`config.mk`:
```
export PLATFORM = sky130hd
export DESIGN_NAME = branch_ctrl
export DESIGN_NICKNAME = d
export VERILOG_FILES = /design/src/rtl/branch_ctrl.sv
export SDC_FILE = /design/constraint.sdc
export NUM_CORES = 1
export LEC_CHECK = 0
export ABC_AREA = 1
export CAP_MARGIN = 15
export CORE_ASPECT_RATIO = 0.9
export CORE_MARGIN = 2
export CORE_UTILIZATION = 48
export CTS_CLUSTER_SIZE = 10
export DETAILED_ROUTE_END_ITERATION = 10
export PLACE_DENSITY = 0.8
export SYNTH_ARGS = -nofsm -noshare
export SYNTH_HDL_FRONTEND = slang
export SYNTH_SLANG_ARGS = --single-unit
```
`constraint.sdc`:
```
create_clock -name clk -period 4.7 [get_ports clk]
set_clock_uncertainty 0.05 [all_clocks]
set_input_delay 0.94 -clock clk [delete_from_list [all_inputs] [get_ports clk]]
set_output_delay 0.94 -clock clk [all_outputs]
set_load 0.02 [all_outputs]
```
`src/rtl/branch_ctrl.sv`:
```
// Branch resolution controller for the ID stage: hazard stall FSM,
// comparator forwarding selects, taken/stall counters.
// Ports: clk, rst_n; id_valid, id_is_beq, id_is_bne, id_rs, id_rt;
//   ex_regwrite, ex_memread, ex_rd; mem_regwrite, mem_memread, mem_rd;
//   is_equal; out fwd_a_sel, fwd_b_sel, stall, pc_src, if_flush,
//   taken_cnt, stall_cnt.
module branch_ctrl (
  input  logic        clk,
  input  logic        rst_n,
  input  logic        id_valid,
  input  logic        id_is_beq,
  input  logic        id_is_bne,
  input  logic [4:0]  id_rs,
  input  logic [4:0]  id_rt,
  input  logic        ex_regwrite,
  input  logic        ex_memread,
  input  logic [4:0]  ex_rd,
  input  logic        mem_regwrite,
  input  logic        mem_memread,
  input  logic [4:0]  mem_rd,
  input  logic        is_equal,
  output logic        fwd_a_sel,
  output logic        fwd_b_sel,
  output logic        stall,
  output logic        pc_src,
  output logic        if_flush,
  output logic [15:0] taken_cnt,
  output logic [15:0] stall_cnt
);

  typedef enum logic [1:0] {
    IDLE    = 2'd0,
    STALL   = 2'd1,
    RESOLVE = 2'd2
  } state_t;

  state_t      state_q, state_d;
  logic [1:0]  cnt_q, cnt_d;
  logic [15:0] taken_cnt_q, taken_cnt_d;
  logic [15:0] stall_cnt_q, stall_cnt_d;

  logic       br;
  logic       taken;
  logic [1:0] need_rs, need_rt, n;
  logic       stall_c, res_c;

  // Stall cycles needed before a source register is readable.
  function automatic logic [1:0] need(input logic [4:0] r);
    logic [1:0] v;
    v = 2'd0;
    if (r != 5'd0) begin
      if (ex_regwrite && ex_memread && ex_rd == r)
        v = 2'd2;
      else if (ex_regwrite && ex_rd == r)
        v = 2'd1;
      else if (mem_regwrite && mem_memread && mem_rd == r)
        v = 2'd1;
    end
    return v;
  endfunction

  function automatic logic fwd(input logic [4:0] r);
    return (r != 5'd0) && mem_regwrite && !mem_memread &&
           (mem_rd == r);
  endfunction

  assign br      = id_valid & (id_is_beq | id_is_bne);
  // beq wins when both decode flags are set
  assign taken   = id_is_beq ? is_equal : !is_equal;
  assign need_rs = need(id_rs);
  assign need_rt = need(id_rt);
  assign n       = (need_rs > need_rt) ? need_rs : need_rt;

  assign fwd_a_sel = fwd(id_rs);
  assign fwd_b_sel = fwd(id_rt);

  always_comb begin
    state_d = state_q;
    cnt_d   = cnt_q;
    stall_c = 1'b0;
    res_c   = 1'b0;
    unique case (state_q)
      IDLE: begin
        if (br) begin
          if (n == 2'd0) begin
            res_c = 1'b1;
          end else begin
            stall_c = 1'b1;
            cnt_d   = n - 2'd1;
            state_d = (n == 2'd2) ? STALL : RESOLVE;
          end
        end
      end
      STALL: begin
        if (!br) begin
          state_d = IDLE;
          cnt_d   = 2'd0;
        end else begin
          stall_c = 1'b1;
          cnt_d   = (cnt_q != 2'd0) ? cnt_q - 2'd1 : 2'd0;
          if (cnt_d == 2'd0)
            state_d = RESOLVE;
        end
      end
      RESOLVE: begin
        if (!br) begin
          state_d = IDLE;
        end else if (n != 2'd0) begin
          // hazard reappeared: stall again as from IDLE
          stall_c = 1'b1;
          cnt_d   = n - 2'd1;
          state_d = (n == 2'd2) ? STALL : RESOLVE;
        end else begin
          res_c   = 1'b1;
          state_d = IDLE;
        end
      end
      default: begin
        state_d = IDLE;
        cnt_d   = 2'd0;
      end
    endcase
  end

  // Outputs are held low while reset is asserted.
  assign stall    = stall_c & rst_n;
  assign pc_src   = res_c & taken & rst_n;
  assign if_flush = pc_src;

  always_comb begin
    taken_cnt_d = taken_cnt_q;
    stall_cnt_d = stall_cnt_q;
    if (pc_src && taken_cnt_q != 16'hFFFF)
      taken_cnt_d = taken_cnt_q + 16'd1;
    if (stall && stall_cnt_q != 16'hFFFF)
      stall_cnt_d = stall_cnt_q + 16'd1;
  end

  always_ff @(posedge clk or negedge rst_n) begin
    if (!rst_n) begin
      state_q     <= IDLE;
      cnt_q       <= 2'd0;
      taken_cnt_q <= 16'd0;
      stall_cnt_q <= 16'd0;
    end else begin
      state_q     <= state_d;
      cnt_q       <= cnt_d;
      taken_cnt_q <= taken_cnt_d;
      stall_cnt_q <= stall_cnt_d;
    end
  end

  assign taken_cnt = taken_cnt_q;
  assign stall_cnt = stall_cnt_q;

endmodule

```
==> impl_metrics.tcl <==
set metrics [dict create \
    outcome "finished, violations left" \
    violations "setup timing" \
    port_buffers 66 \
    ys_ff_latch 36 \
    ant_nets 0 \
    vias_per_cell 5.05 \
    rows 24 \
    gp_congestion 0.860 \
    hp-class "flip-flop to flip-flop" \
    intPower_uw 598 \
    end_kind "output pin" \
    numCtsBuffers 5 \
    die_area_um2 5570 \
    setup_viol 3 \
    vdd_drop_max_mv 0.176 \
    comb_power_share_pct 28.7 \
    critPathTopFamily "simple AND/OR/NAND/NOR gates" \
    drt_wl_total_um 6570 \
    grt_max_degree 20 \
    worst_slew_pin_slew_ns 0.456 \
    seqCellArea_um2 901 \
    drt_iter0_drc 72 \
    synthFlopType "dfrtp_1" \
    swShare_pct 31.0 \
    cap_violations 0 \
    avgSynthCellArea_um2 7.78 \
    drt_pass1_iterations 4 \
    arrival_ns 3.75 \
    fin_setup_tns_ns -0.0527 \
    crit_buf_inv 4 \
    clk_pin_slew_ns 0.06 \
    cp_slowest_cell "clkdlybuf4s50_1" \
    dieHeight_um 71.0 \
    grt.total_usage_pct 23.1 \
    worstSetupStartpointType "input pin" \
    cts_max_path_buffers 2 \
    numClockSinks 36 \
    place_ws_ns -0.573 \
    critPathMaxFanout 3 \
    max_stage_delay_ns 0.51 \
    clk_latency_ns 0.29 \
    cts_hold_buf 0 \
    whs_ns 0.459 \
    netlist_instances 308 \
    grt_pass1_wl_um 10300 \
    grt_pass1_vias 2375 \
    path_cells "clkdlybuf4s50_1, xor2_1, nor2_2, nand3_2, nor2_4, nor2_1, nand2_1, inv_1, ha_4, a22oi_2, nand3_1, nand2_2, inv_2, ha_4, nand2_2, nand2_1, a211oi_2, buf_4" \
    htree_levels 2 \
    clkPwrFrac_pct 27.0 \
    die_x_um 78.5 \
    routedWlPerCell_um 13.9 \
    p_leak_uw 0.00174 \
    crit_type "input pin to output pin" \
    dr_total_vias 2384 \
    slew_headroom_pct 69.4 \
    antenna_found_initial 0 \
    initial_core_util_pct 49.5 \
    fill_cells 345 \
    hold_violations 0 \
    nNetsFinal 445 \
    ys_warn_count 0 \
    cp_data_required_time_ns 3.71 \
    synth_edf_count 0 \
    fin_crit_ns 4.74 \
    seq_power_share_pct 44.2 \
    timing.final.ws_setup_ns -0.0373 \
    slew_viol_final 0 \
    syn-cell-area_um2 2390 \
    dp_hpwl_um 4600 \
    max_freq_mhz 211 \
    area_growth_pct 48.2 \
    async_reset_ff_share_pct 100 \
    core_area_um2 4830 \
    ys_types 27 \
    multi_input_area_um2 1420 \
    layout-drive-gt1-share_pct 18.9 \
    drc 0 \
    powerDensity_nw_per_um2 244 \
    finalPower_uw 866 \
    power.switching_uw 268 \
    post-route-period-util_pct 101 \
    ioPinCount 67 \
    syn_nets 346 \
    ys_seq_area_share_pct 37.6 \
    diodes 0 \
    overflow 0 \
    cts-root-buf "clkbuf_8" \
    cts_tree "built" \
]
-- state kept, by name, summed over array words and instances, names as in the netlist --
signal and count:
stall_cnt 16, state_q 2, cnt_q 2, taken_cnt 16
-- worst reg2reg max path, stage by stage, from the launching register on --
cell	delay, ns
dfrtp_1	0.41
ha_1	0.19
nand3_1	0.16
nor3_1	0.24
nand3b_1	0.16
nand2_4	0.16
nor2_4	0.06
nand2_2	0.12
nor2_1	0.07
xor2_1	0.15
-- per-stage QoR --
stage / std cells / cell area [um2] / util (%)
finish: 472 / 3550 / 73.4
CTS: 470 / 3430 / 71.0
detailed placement: 463 / 3320 / 68.6
global route: 472 / 3550 / 73.4
floorplan: 308 / 2390 / -
global placement: 463 / 3320 / 68.6
-- worst paths after layout --
path	from	endpoint	slack, ns	depth (start not counted)
worst max-delay path	ex_rd[1]	stall	-0.04	18
worst min-delay path	cnt_q[0]	cnt_q[0]	0.46	2
worst max register to register	taken_cnt[0]	taken_cnt[8]	2.82	9
worst min register to register	cnt_q[0]	cnt_q[0]	0.46	2
max in group asynchronous	rst_n	stall_cnt[10]	3.41	2
min in group asynchronous	rst_n	taken_cnt[0]	0.97	2
-- metal layers --
layer  GRT usage, %  vias up  share of wire [%]
met5              0        -                  0
met4           7.60        0                3.1
met3           4.72       24                4.1
met2           40.4       76                 51
met1           28.6     1121                 42
li1               -     1163                  -
-- cell type report --
type / count / share of cell area [%]
Multi-Input combinational cell: 226 / 40.0
Sequential cell: 36 / 25.4
Clock buffer: 7 / 2.71
Tap cell: 65 / 2.29
Inverter: 45 / 4.76
Timing Repair Buffer: 93 / 24.8
-- kinds of logic after synthesis --
family | share of synthesized area, %
AO/OA/AOI/OAI | 2.61
XOR/XNOR | 15.0
adder cells (fa/ha/maj) | 4.18
buffers and inverters | 7.37
flip-flops | 37.6
AND/OR/NAND/NOR | 33.2
-- timing repair --
action / in CTS / in global routing
pin swaps: 1 / 11
gates resized for setup: 27 / 25
setup endpoints to repair: 3 / 3
cloned: 0 / 0
buffers inserted: 0 / 2
-- synth_stat cells, types with 2 or more instances --
cell | instances | area share (%)
nand2_1 | 78 | 12
inv_1 | 43 | 6.7
dfrtp_1 | 36 | 38
nor2_1 | 29 | 4.5
xor2_1 | 24 | 8.8
nand3_1 | 21 | 4.4
xnor2_1 | 17 | 6.2
nand4_1 | 10 | 2.6
ha_1 | 8 | 4.2
nor3_1 | 8 | 1.7
nor2_4 | 5 | 2.4
o21ai_0 | 4 | 0.84
nand2_2 | 3 | 0.78
a21oi_1 | 2 | 0.42
a22oi_1 | 2 | 0.63
inv_2 | 2 | 0.31
nand2_4 | 2 | 0.94
nand3b_1 | 2 | 0.63
nor3_2 | 2 | 0.84
nor4_1 | 2 | 0.52
or2_2 | 2 | 0.52
-- placed cells by master (no fill, tap or decap), types with 10 or more instances in the layout --
cell	count
buf_4	27
dfrtp_1	36
clkdlybuf4s50_1	53
xor2_1	24
nand3_1	19
nand2_1	76
nand4_1	10
inv_1	42
nor2_1	19
xnor2_1	17
-- power by group through the flow --
stage               registers [uW]  clock network [uW]  logic [uW]
global route                   391                 252         277
global placement               386                   0         231
floorplan                      411                   0        91.7
detailed placement             390                   0         238
finish                         383                 234         249
CTS                            383                 237         242
(Power assumes the default switching activity.)
==> patch (config.mk and constraints unchanged) <==
Put one more register stage on the output `taken_cnt`, with the module's reset. The value now appears one clock later. The other outputs are not delayed to match.
--- a/src/rtl/branch_ctrl.sv
+++ b/src/rtl/branch_ctrl.sv
@@ -152,3 +152,9 @@
 
-  assign taken_cnt = taken_cnt_q;
+  always_ff @(posedge clk or negedge rst_n) begin
+    if (!rst_n) begin
+      taken_cnt <= '0;
+    end else begin
+      taken_cnt <= taken_cnt_q;
+    end
+  end
   assign stall_cnt = stall_cnt_q;
Function: changed (a bounded check fails within 4 cycles, from zero or initial values and one cycle with rst_n low).
==> patch against the unedited design <==
Worst hold slack lost 0.076 ns. Worst setup slack improved by 0.18 ns. Synthesized area up 21%. Largest power group unchanged. Core utilization fell by 4.1 points. Sequential cell count is 16 higher. Synthesized cell count increased by 11%. Power rose by 21%. Wire length fell by 3.6%. Final cell count increased by 6.6%. Design area rose by 12%.
==> patch: results <==
status:
  status: "finished clean"
critical_path:
  crit_end: "if_flush"
  timing.rr.end: "taken_cnt_q[14]"
  reg2reg_from: "state_q[0]"
cells_and_area:
  seqAreaFraction_pct: 32.6
  inverters_excl_clock: 47
  design.seq.count: 52
  nFillCells: 446
  nonClkBufAreaFrac_pct: 20.9
pwr:
  p_per_area_nw_per_um2: 262
  p_clk_share_pct: 23.9
  internal_power_w: 0.000729
place:
  gp_congestion: 0.854
  dpl.cell_count: 493
  dp_hpwl_mm: 4.88
synth:
  syn-instance-count: 341
  synth.net_count: 379
  synth_seq_area_share_pct: 44.8
  synth_top_cells_by_area: "dfrtp_1 45%, nand2_1 11%, xor2_1 8.7%, inv_1 5.7%, nor2_1 4.3%"
  synth_compound_area_share_pct: 3.15
  synth_common_cells: "87 x nand2_1, 52 x dfrtp_1, 44 x inv_1, 33 x nor2_1, 29 x xor2_1"
sta:
  fin_ws_ns: 0.138
  relSlewSlack_pct: 58.4
cts:
  path_clk_slew_ns: 0.09
min_path:
  min_to: "taken_cnt[14]"
  hold_depth: 0
global_routing:
  grt_pass1_wl_mm: 10.4
  track_usage_pct: 19.3
routing:
  wl_per_cell_um: 12.6
## patch: changes by cell type in the layout (fill, tap and decap cells not counted), moves of 5 or more
cell / delta
nand2_1: +8
dfrtp_1: +16
xor2_1: +5
xnor2_1: -6
dlymetal6s2s_1: +5
nor2_4: -6
buf_4: -6
## patch: metal layers
metal / wire length (um) / part of all wire (%) / track usage, % / up-vias
met5: 0 / 0 / 0 / -
met4: 61 / 0.96 / 4.76 / 0
met3: 322 / 5.1 / 3.62 / 7
met2: 3220 / 51 / 34.1 / 76
met1: 2730 / 43 / 24.3 / 1193
li1: - / - / - / 1259
## patch: kinds of logic after synthesis
group                    after synthesis
AND/OR/NAND/NOR                      177
flip-flops                            52
buffers and inverters                 49
adder cells (fa/ha/maj)                8
XOR/XNOR                              41
AO/OA/AOI/OAI                         14
## patch: timing repair
item                                    CTS  global route
buffers inserted                          0             2
pin swaps                                 1            14
resized for setup                        17            36
endpoints found under the setup margin    3             3
hold endpoints to repair                  0             0
